File: src/rtl/mna_flit_sender.sv
// ---------------------------------------------------------------------------
// mna_flit_sender
//
// Master-side NoC adapter stage downstream of the MNA flit builder. It
// captures one request packet per handshake and injects it into the local
// router one flit per cycle. Credit-based flow control paces the injection.
// Write packets carry header, body (address) and tail (wdata). Read packets
// carry header and tail (address); their body flit is never sent.
//
// Ports:
//   clk          system clock, rising edge
//   rst          asynchronous reset, active-high
//   req_valid    builder flits and awrite are valid
//   req_ready    sender can accept a packet (state == IDLE)
//   awrite       1 = write packet (3 flits), 0 = read packet (2 flits)
//   header       header flit [33:0]
//   body         body flit [33:0], ignored for reads
//   tail         tail flit [33:0]
//   flit_out     flit to router, holds its value while flit_valid = 0
//   flit_valid   flit_out valid this cycle
//   credit_in    one-cycle pulse, router freed one buffer slot
//   busy         packet in progress (state != IDLE)
//   packet_sent  one-cycle pulse coincident with the tail flit
//   credit_err   sticky, credit returned while the counter was already full
// ---------------------------------------------------------------------------
module mna_flit_sender #(
    parameter int unsigned NUM_CREDITS = 4,
    parameter int unsigned CNT_W       = 3
) (
    input  logic        clk,
    input  logic        rst,
    input  logic        req_valid,
    output logic        req_ready,
    input  logic        awrite,
    input  logic [33:0] header,
    input  logic [33:0] body,
    input  logic [33:0] tail,
    output logic [33:0] flit_out,
    output logic        flit_valid,
    input  logic        credit_in,
    output logic        busy,
    output logic        packet_sent,
    output logic        credit_err
);

    typedef enum logic [1:0] {
        IDLE = 2'd0,
        HDR  = 2'd1,
        BODY = 2'd2,
        TAIL = 2'd3
    } state_t;

    localparam logic [CNT_W-1:0] CNT_MAX  = CNT_W'(NUM_CREDITS);
    localparam logic [CNT_W-1:0] CNT_ZERO = CNT_W'(0);
    localparam logic [CNT_W-1:0] CNT_ONE  = CNT_W'(1);

    state_t           state;
    logic [CNT_W-1:0] credit_cnt;
    logic [33:0]      hdr_q;
    logic [33:0]      body_q;
    logic [33:0]      tail_q;
    logic             awrite_q;
    logic             issue_s;

    // Handshake and status flags are plain decodes of the state register.
    assign req_ready = (state == IDLE);
    assign busy      = (state != IDLE);

    // A flit leaves this cycle whenever a packet is in flight and a credit is held.
    always_comb begin
        issue_s = 1'b0;
        case (state)
            IDLE:            issue_s = 1'b0;
            HDR, BODY, TAIL: issue_s = (credit_cnt != CNT_ZERO);
            default:         issue_s = 1'b0;
        endcase
    end

    // Packet FSM: captures the request in IDLE and issues flits with registered outputs.
    always_ff @(posedge clk or posedge rst) begin
        if (rst) begin
            state       <= IDLE;
            hdr_q       <= 34'd0;
            body_q      <= 34'd0;
            tail_q      <= 34'd0;
            awrite_q    <= 1'b0;
            flit_out    <= 34'd0;
            flit_valid  <= 1'b0;
            packet_sent <= 1'b0;
        end else begin
            // Single-cycle strobes; overridden below in the cycle a flit is issued.
            flit_valid  <= 1'b0;
            packet_sent <= 1'b0;
            case (state)
                IDLE: begin
                    if (req_valid) begin
                        hdr_q    <= header;
                        body_q   <= body;
                        tail_q   <= tail;
                        awrite_q <= awrite;
                        state    <= HDR;
                    end else begin
                        state <= IDLE;
                    end
                end
                HDR: begin
                    if (issue_s) begin
                        flit_out   <= hdr_q;
                        flit_valid <= 1'b1;
                        // Reads skip the body flit entirely.
                        state      <= awrite_q ? BODY : TAIL;
                    end else begin
                        state <= HDR;
                    end
                end
                BODY: begin
                    if (issue_s) begin
                        flit_out   <= body_q;
                        flit_valid <= 1'b1;
                        state      <= TAIL;
                    end else begin
                        state <= BODY;
                    end
                end
                TAIL: begin
                    if (issue_s) begin
                        flit_out    <= tail_q;
                        flit_valid  <= 1'b1;
                        packet_sent <= 1'b1;
                        state       <= IDLE;
                    end else begin
                        state <= TAIL;
                    end
                end
                default: begin
                    state <= IDLE;
                end
            endcase
        end
    end

    // Credit counter: one credit spent per issued flit, one regained per credit_in.
    always_ff @(posedge clk or posedge rst) begin
        if (rst) begin
            credit_cnt <= CNT_MAX;
            credit_err <= 1'b0;
        end else begin
            case ({issue_s, credit_in})
                2'b10: begin
                    credit_cnt <= credit_cnt - CNT_ONE;
                end
                2'b01: begin
                    // A return beyond the buffer depth means the router and sender disagree.
                    if (credit_cnt == CNT_MAX) begin
                        credit_err <= 1'b1;
                    end else begin
                        credit_cnt <= credit_cnt + CNT_ONE;
                    end
                end
                default: begin
                    // Idle cycle, or a spent and a returned credit cancelling out.
                    credit_cnt <= credit_cnt;
                end
            endcase
        end
    end

endmodule

File: config.mk
export PLATFORM = sky130hd
export DESIGN_NAME = mna_flit_sender
export DESIGN_NICKNAME = d
export VERILOG_FILES = /design/src/rtl/mna_flit_sender.sv
export SDC_FILE = /design/constraint.sdc
export NUM_CORES = 1
export LEC_CHECK = 0
export CAP_MARGIN = 10
export CORE_ASPECT_RATIO = 2
export CORE_MARGIN = 4
export CORE_UTILIZATION = 42
export DETAILED_ROUTE_END_ITERATION = 8
export GPL_ROUTABILITY_DRIVEN = 0
export PLACE_DENSITY_LB_ADDON = 0.12
export SETUP_SLACK_MARGIN = 0.5
export SYNTH_ARGS = -nofsm -noshare
export SYNTH_HDL_FRONTEND = slang
export SYNTH_SLANG_ARGS = --single-unit
File: constraint.sdc
create_clock -name clk -period 4.7 [get_ports clk]
set_clock_uncertainty 0.15 [all_clocks]
set_input_delay 0.94 -clock clk [delete_from_list [all_inputs] [get_ports clk]]
set_output_delay 0.94 -clock clk [all_outputs]
set_load 0.01 [all_outputs]
# --- Word-level counts from Yosys, hierarchy flattened ---
# Cells that the tools add are included.
word_totals:
  in_bits: 107
  register_bits: 145
  out_inout_bits: 39
  word_cells: 48
classes:
  n_addsub: 2
  reduce_logical: 10
  n_mux: 16
  n_eq_ne: 10
ops:
  columns: ["op", "count"]
  rows:
  - ["34-bit 2-to-1 mux", 3]
  - ["34-bit case mux with 3 select lines", 1]
  - ["2-bit != test (second input constant)", 4]
  - ["2-bit case mux with 4 select lines", 1]
  - ["2-bit equality test (second input constant)", 3]
  - ["1-bit 2-to-1 mux", 6]
  - ["3-bit case mux with 2 select lines", 1]
  - ["2-bit AND reduction", 3]
  - ["3-bit nonzero test", 2]
  - ["2-bit by 1-bit equality test with 1-bit output (second input constant)", 2]
  - ["2-bit 2-to-1 mux", 2]
  - ["4-bit AND reduction", 1]
  - ["2-bit nonzero test", 2]
  - ["3-bit by 1-bit adder with 3-bit output (second input constant)", 1]
  - ["3-bit equality test (second input constant)", 1]
  - ["3-bit 2-to-1 mux", 1]
  - ["3-bit OR reduction", 1]
  - ["3-bit by 1-bit subtractor with 3-bit output (second input constant)", 1]
  - ["2-bit zero test", 1]
  - ["1-bit case mux with 2 select lines", 1]

# --- Logic depth before layout (Yosys ltp) ---
logic_depth:
  depth_word: 6
  ltp_mapped: 8
  ltp_nobuf: 6

# --- Least setup slack after synthesis ---
# Ideal clock, no wire load.
synth_timing:
  path_type: "reg-to-reg"
  startpoint: "register credit_cnt[1]"
  endpoint: "register credit_cnt[2]"
  path_buffers: 2
  path_slack_ns: 2.068
  path_stages_with_launch: 9
  required_time_ns: 4.469
  period_less_slack_ns: 2.632
  arrival_ns: 2.401
  setup_time_ns: 0.081
  path_cell_list: "dfrtp_1 clkbuf_1 o32ai_2 clkbuf_1 nand2_1 fa_1 or2_2 o31a_1 o211ai_1"
synth_between:
  elab_chain_len: 5
  word_cells_on_any_way: 12
  classes_between: "add/sub (2); eq/ne (4); mux (3); reduce/logical (3)"
synth_rtl:
  columns: ["element", "line_no", "source"]
  rows:
  - ["from (decl)", "58", "logic [CNT_W-1:0] credit_cnt;"]
  - ["from (signal assigned)", "150", "credit_cnt <= credit_cnt - CNT_ONE;"]
  - ["from (signal assigned)", "157", "credit_cnt <= credit_cnt + CNT_ONE;"]
  - ["from (signal assigned)", "162", "credit_cnt <= credit_cnt;"]
  - ["3-bit nonzero test", "74", "HDR, BODY, TAIL: issue_s = (credit_cnt != CNT_ZERO);"]
  - ["1-bit case mux with 2 select lines", "72", "case (state)"]
  - ["2-bit by 1-bit equality test with 1-bit output / 2-bit equality test (equally long branches)", "148", "case ({issue_s, credit_in})"]
  - ["2-bit != test (no line) / 2-bit nonzero test (equally long branches)", null, null]
  - ["2-bit AND reduction (no line)", null, null]
# Parallel ways exist; a longest one is shown, timed or not. The select of a mux whose other input is x is not followed.
# A chain may end at the register's enable or synchronous reset.

# --- Worst setup path after layout ---
layout_timing:
  startpoint: "register state[0]"
  endpoint: "output port req_ready"
layout_between:
  elab_chain_len: 1
layout_rtl:
  columns: ["element", "line_no", "source"]
  rows:
  - ["from (decl)", "57", "state_t state;"]
  - ["from (signal assigned)", "111", "state <= awrite_q ? BODY : TAIL;"]
  - ["2-bit zero test", "66", "assign req_ready = (state == IDLE);"]
  - ["to (decl)", "33", "output logic req_ready,"]
# No other way between the ends.

==> flow_metrics.tcl <==
set metrics [dict create \
    tightest_slew_ns 0.8758 \
    layout_setup_ws_ns 1.881 \
    die_w_um 94.20 \
    grt_pass1_wl_um 22990 \
    grtUsageTotal_pct 17.37 \
    dp_hpwl_um 9329 \
    ant_nets 0 \
    cts_root_buf "clkbuf_16" \
    crit_required_ns 3.61 \
    maxCapViolCount 0 \
    io_buffers 145 \
    relSlewSlack_pct 41.61 \
    power_w 0.006028 \
    rsz0062_at_grt "false" \
    drt_iter0_drc 88 \
    seq_power_share_pct 38.0 \
    cts.sinks 145 \
    power_frac_comb_pct 39.5 \
    drv_slew 0 \
    drc 0 \
    row_count 62 \
    antenna_found_initial 1 \
    power_density_nw_per_um2 716.2 \
    die_h_um 180.4 \
    nets 698 \
    core-area_um2 14510 \
    initial_utilization_pct 43.02 \
    detail_route.wl_per_cell_um 17.49 \
    grt_pass1_vias 4619 \
    drive_gt1_share_pct 12.94 \
    grt-ovfl-total 0 \
    crit_start "state[0]$_DFF_PP0_" \
    area_growth_pct 34.86 \
    vias 4128 \
    yosys-top-cells-area "dfrtp_1 (58%), mux2_1 (13%), mux2_2 (6.0%)" \
    synth_top_area_share_pct 57.74 \
    crit_path_end_kind "output pin" \
    clock.fmax_mhz 354.7 \
    drt-total-wl_um 13920 \
    die_area_um2 16990 \
    fin_crit_sh_pct 59.98 \
    pre_cts_slack_ns 1.564 \
    tritoncts "yes" \
    async_flop_share_pct 100.0 \
    syn-num-nets 563 \
    hold_buffers 0 \
    swShare_pct 33.13 \
    power_frac_clock_pct 22.4 \
    hp-class "flip-flop to flip-flop" \
    h-tree-depth 4 \
    postCtsResizedCells 0 \
    routed_via_density 5.186 \
    synth_seq_cells 145 \
    cp_max_fo 9 \
    syn_area_per_cell_um2 13.72 \
    grt_max_degree 78 \
    fin_crit_ns 2.819 \
    yosysSeqAreaShare_pct 58.16 \
    final-hold-violation-count 0 \
    clockBufferDepth 2 \
    tns_ns 0 \
    yosysWarnings 0 \
    r2r-start "state[0]$_DFF_PP0_" \
    cell_internal_pwr_w 0.004031 \
    synth_edf_count 0 \
    final_cell_mix "clkdlybuf4s50_1 (145), dfrtp_1 (142), mux2_1 (70), mux2i_1 (35), nor2_1 (35)" \
    ys.flop_type "dfrtp_1" \
    worst-r2r-cell-count 7 \
    hold-path-cell-count 1 \
    worstSetupPathType "flip-flop to output pin" \
    final_cells 796 \
    hold_start "flit_out[13]$_DFFE_PP0P_" \
    p_sw_w 0.001997 \
    clock_latency_ns 0.41 \
    clkTransAtPathRegs_ns 0.06 \
    critPathLaunchType "flip-flop" \
    synth.distinct_cells 32 \
    irDropWorstVdd_v 0.0003240 \
    netlist_instances 455 \
    outcome "complete, no violations" \
    post_cts_buffers 0 \
    worstPathArrival_ns 1.73 \
    dp_cells 763 \
    p_leak_nw 3.673 \
    drt_pass1_iterations 4 \
    finalSetupViolCount 0 \
    syn_area_um2 6241 \
    final_common_cell "clkdlybuf4s50_1" \
    cts_made_buffers 17 \
    ios 146 \
    post-route-util_pct 58.02 \
    yosys.area.top_type "dfrtp_1" \
]
==> synthesized netlist by cell type, types with 2 or more instances <==
master,instances
a211oi_1,34
a21o_1,34
buf_2,16
buf_6,8
clkbuf_1,10
dfrtp_1,144
inv_1,6
mux2_1,70
mux2_2,33
mux2i_1,35
nand2_1,3
nor2_1,35
o2111ai_1,2
o211ai_1,4
o21ai_0,2
or3_1,2
xnor2_1,2
==> critical path, stage by stage (launching register included) <==
cell and delay [ns]:
dfrtp_2 0.52, nor2_4 0.24, clkdlybuf4s50_1 0.57
==> sequential cells by signal, indices dropped and copies added, names as in the netlist <==
register     cells
flit_out        34
flit_valid       1
body_q          34
credit_cnt       3
tail_q          34
packet_sent      1
state            2
credit_err       1
awrite_q         1
hdr_q           34
==> per-layer routing <==
| layer | up-vias | track usage, % | part of all wire (%) |
|---|---|---|---|
| met5 | - | 0 | 0 |
| met4 | 0 | 6.597 | 1.7 |
| met3 | 15 | 4.262 | 4.6 |
| met2 | 97 | 31.32 | 57 |
| met1 | 2105 | 19.19 | 37 |
| li1 | 1911 | - | - |
==> power groups by stage <==
stage | sequential (W) | combinational, W | clock, W
2_1_floorplan | 0.00226 | 0.00166 | 0
3_3_place_gp | 0.00228 | 0.00234 | 0
3_5_place_dp | 0.00232 | 0.00243 | 0
4_1_cts | 0.00230 | 0.00244 | 0.00139
5_1_grt | 0.00239 | 0.00265 | 0.00144
6_report | 0.00229 | 0.00238 | 0.00135
==> final timing paths <==
kind,slack [ns],to
max,1.88,req_ready
min,0.33,flit_out[13]$_DFFE_PP0P_
max reg2reg,2.12,credit_cnt[2]$_DFFE_PP1P_
min reg2reg,0.33,flit_out[13]$_DFFE_PP0P_
max in group asynchronous,2.62,hdr_q[8]$_DFFE_PP0P_
min in group asynchronous,0.84,flit_out[20]$_DFFE_PP0P_
==> stage by stage <==
stage,instance area [µm²],hold slack (ns)
after floorplan,6245,0.3074
after CTS,8414,0.3299
after global routing,8417,0.3406
after global placement,7811,0.3094
after detailed placement,7811,0.3150
final,8417,0.3256
==> cell type report <==
class | instances | area, µm²
antenna | 1 | 2.502
tap | 192 | 240.2
fill | 1258 | 6090
timing repair buffer | 151 | 1521
multi-input combinational | 269 | 2391
clock buffer | 20 | 456.7
inverter | 6 | 26.28
sequential | 145 | 3632
clock inverter | 12 | 146.4
==> logic make-up (layout without fill, tap and decap cells) <==
| family | Yosys count | in the layout | synth area share [%] |
|---|---|---|---|
| AOI/OAI and AO/OA | 81 | 81 | 9.924 |
| other | 0 | 1 | 0 |
| adders and majority gates | 1 | 1 | 0.3208 |
| xor gates and xnor gates | 3 | 3 | 0.4211 |
| DFF | 145 | 145 | 58.16 |
| buffers and inverters | 41 | 189 | 3.749 |
| muxes | 138 | 138 | 24.20 |
| and+or+nand+nor | 46 | 46 | 3.228 |
No activity file was read; power rests on OpenSTA's default activity.
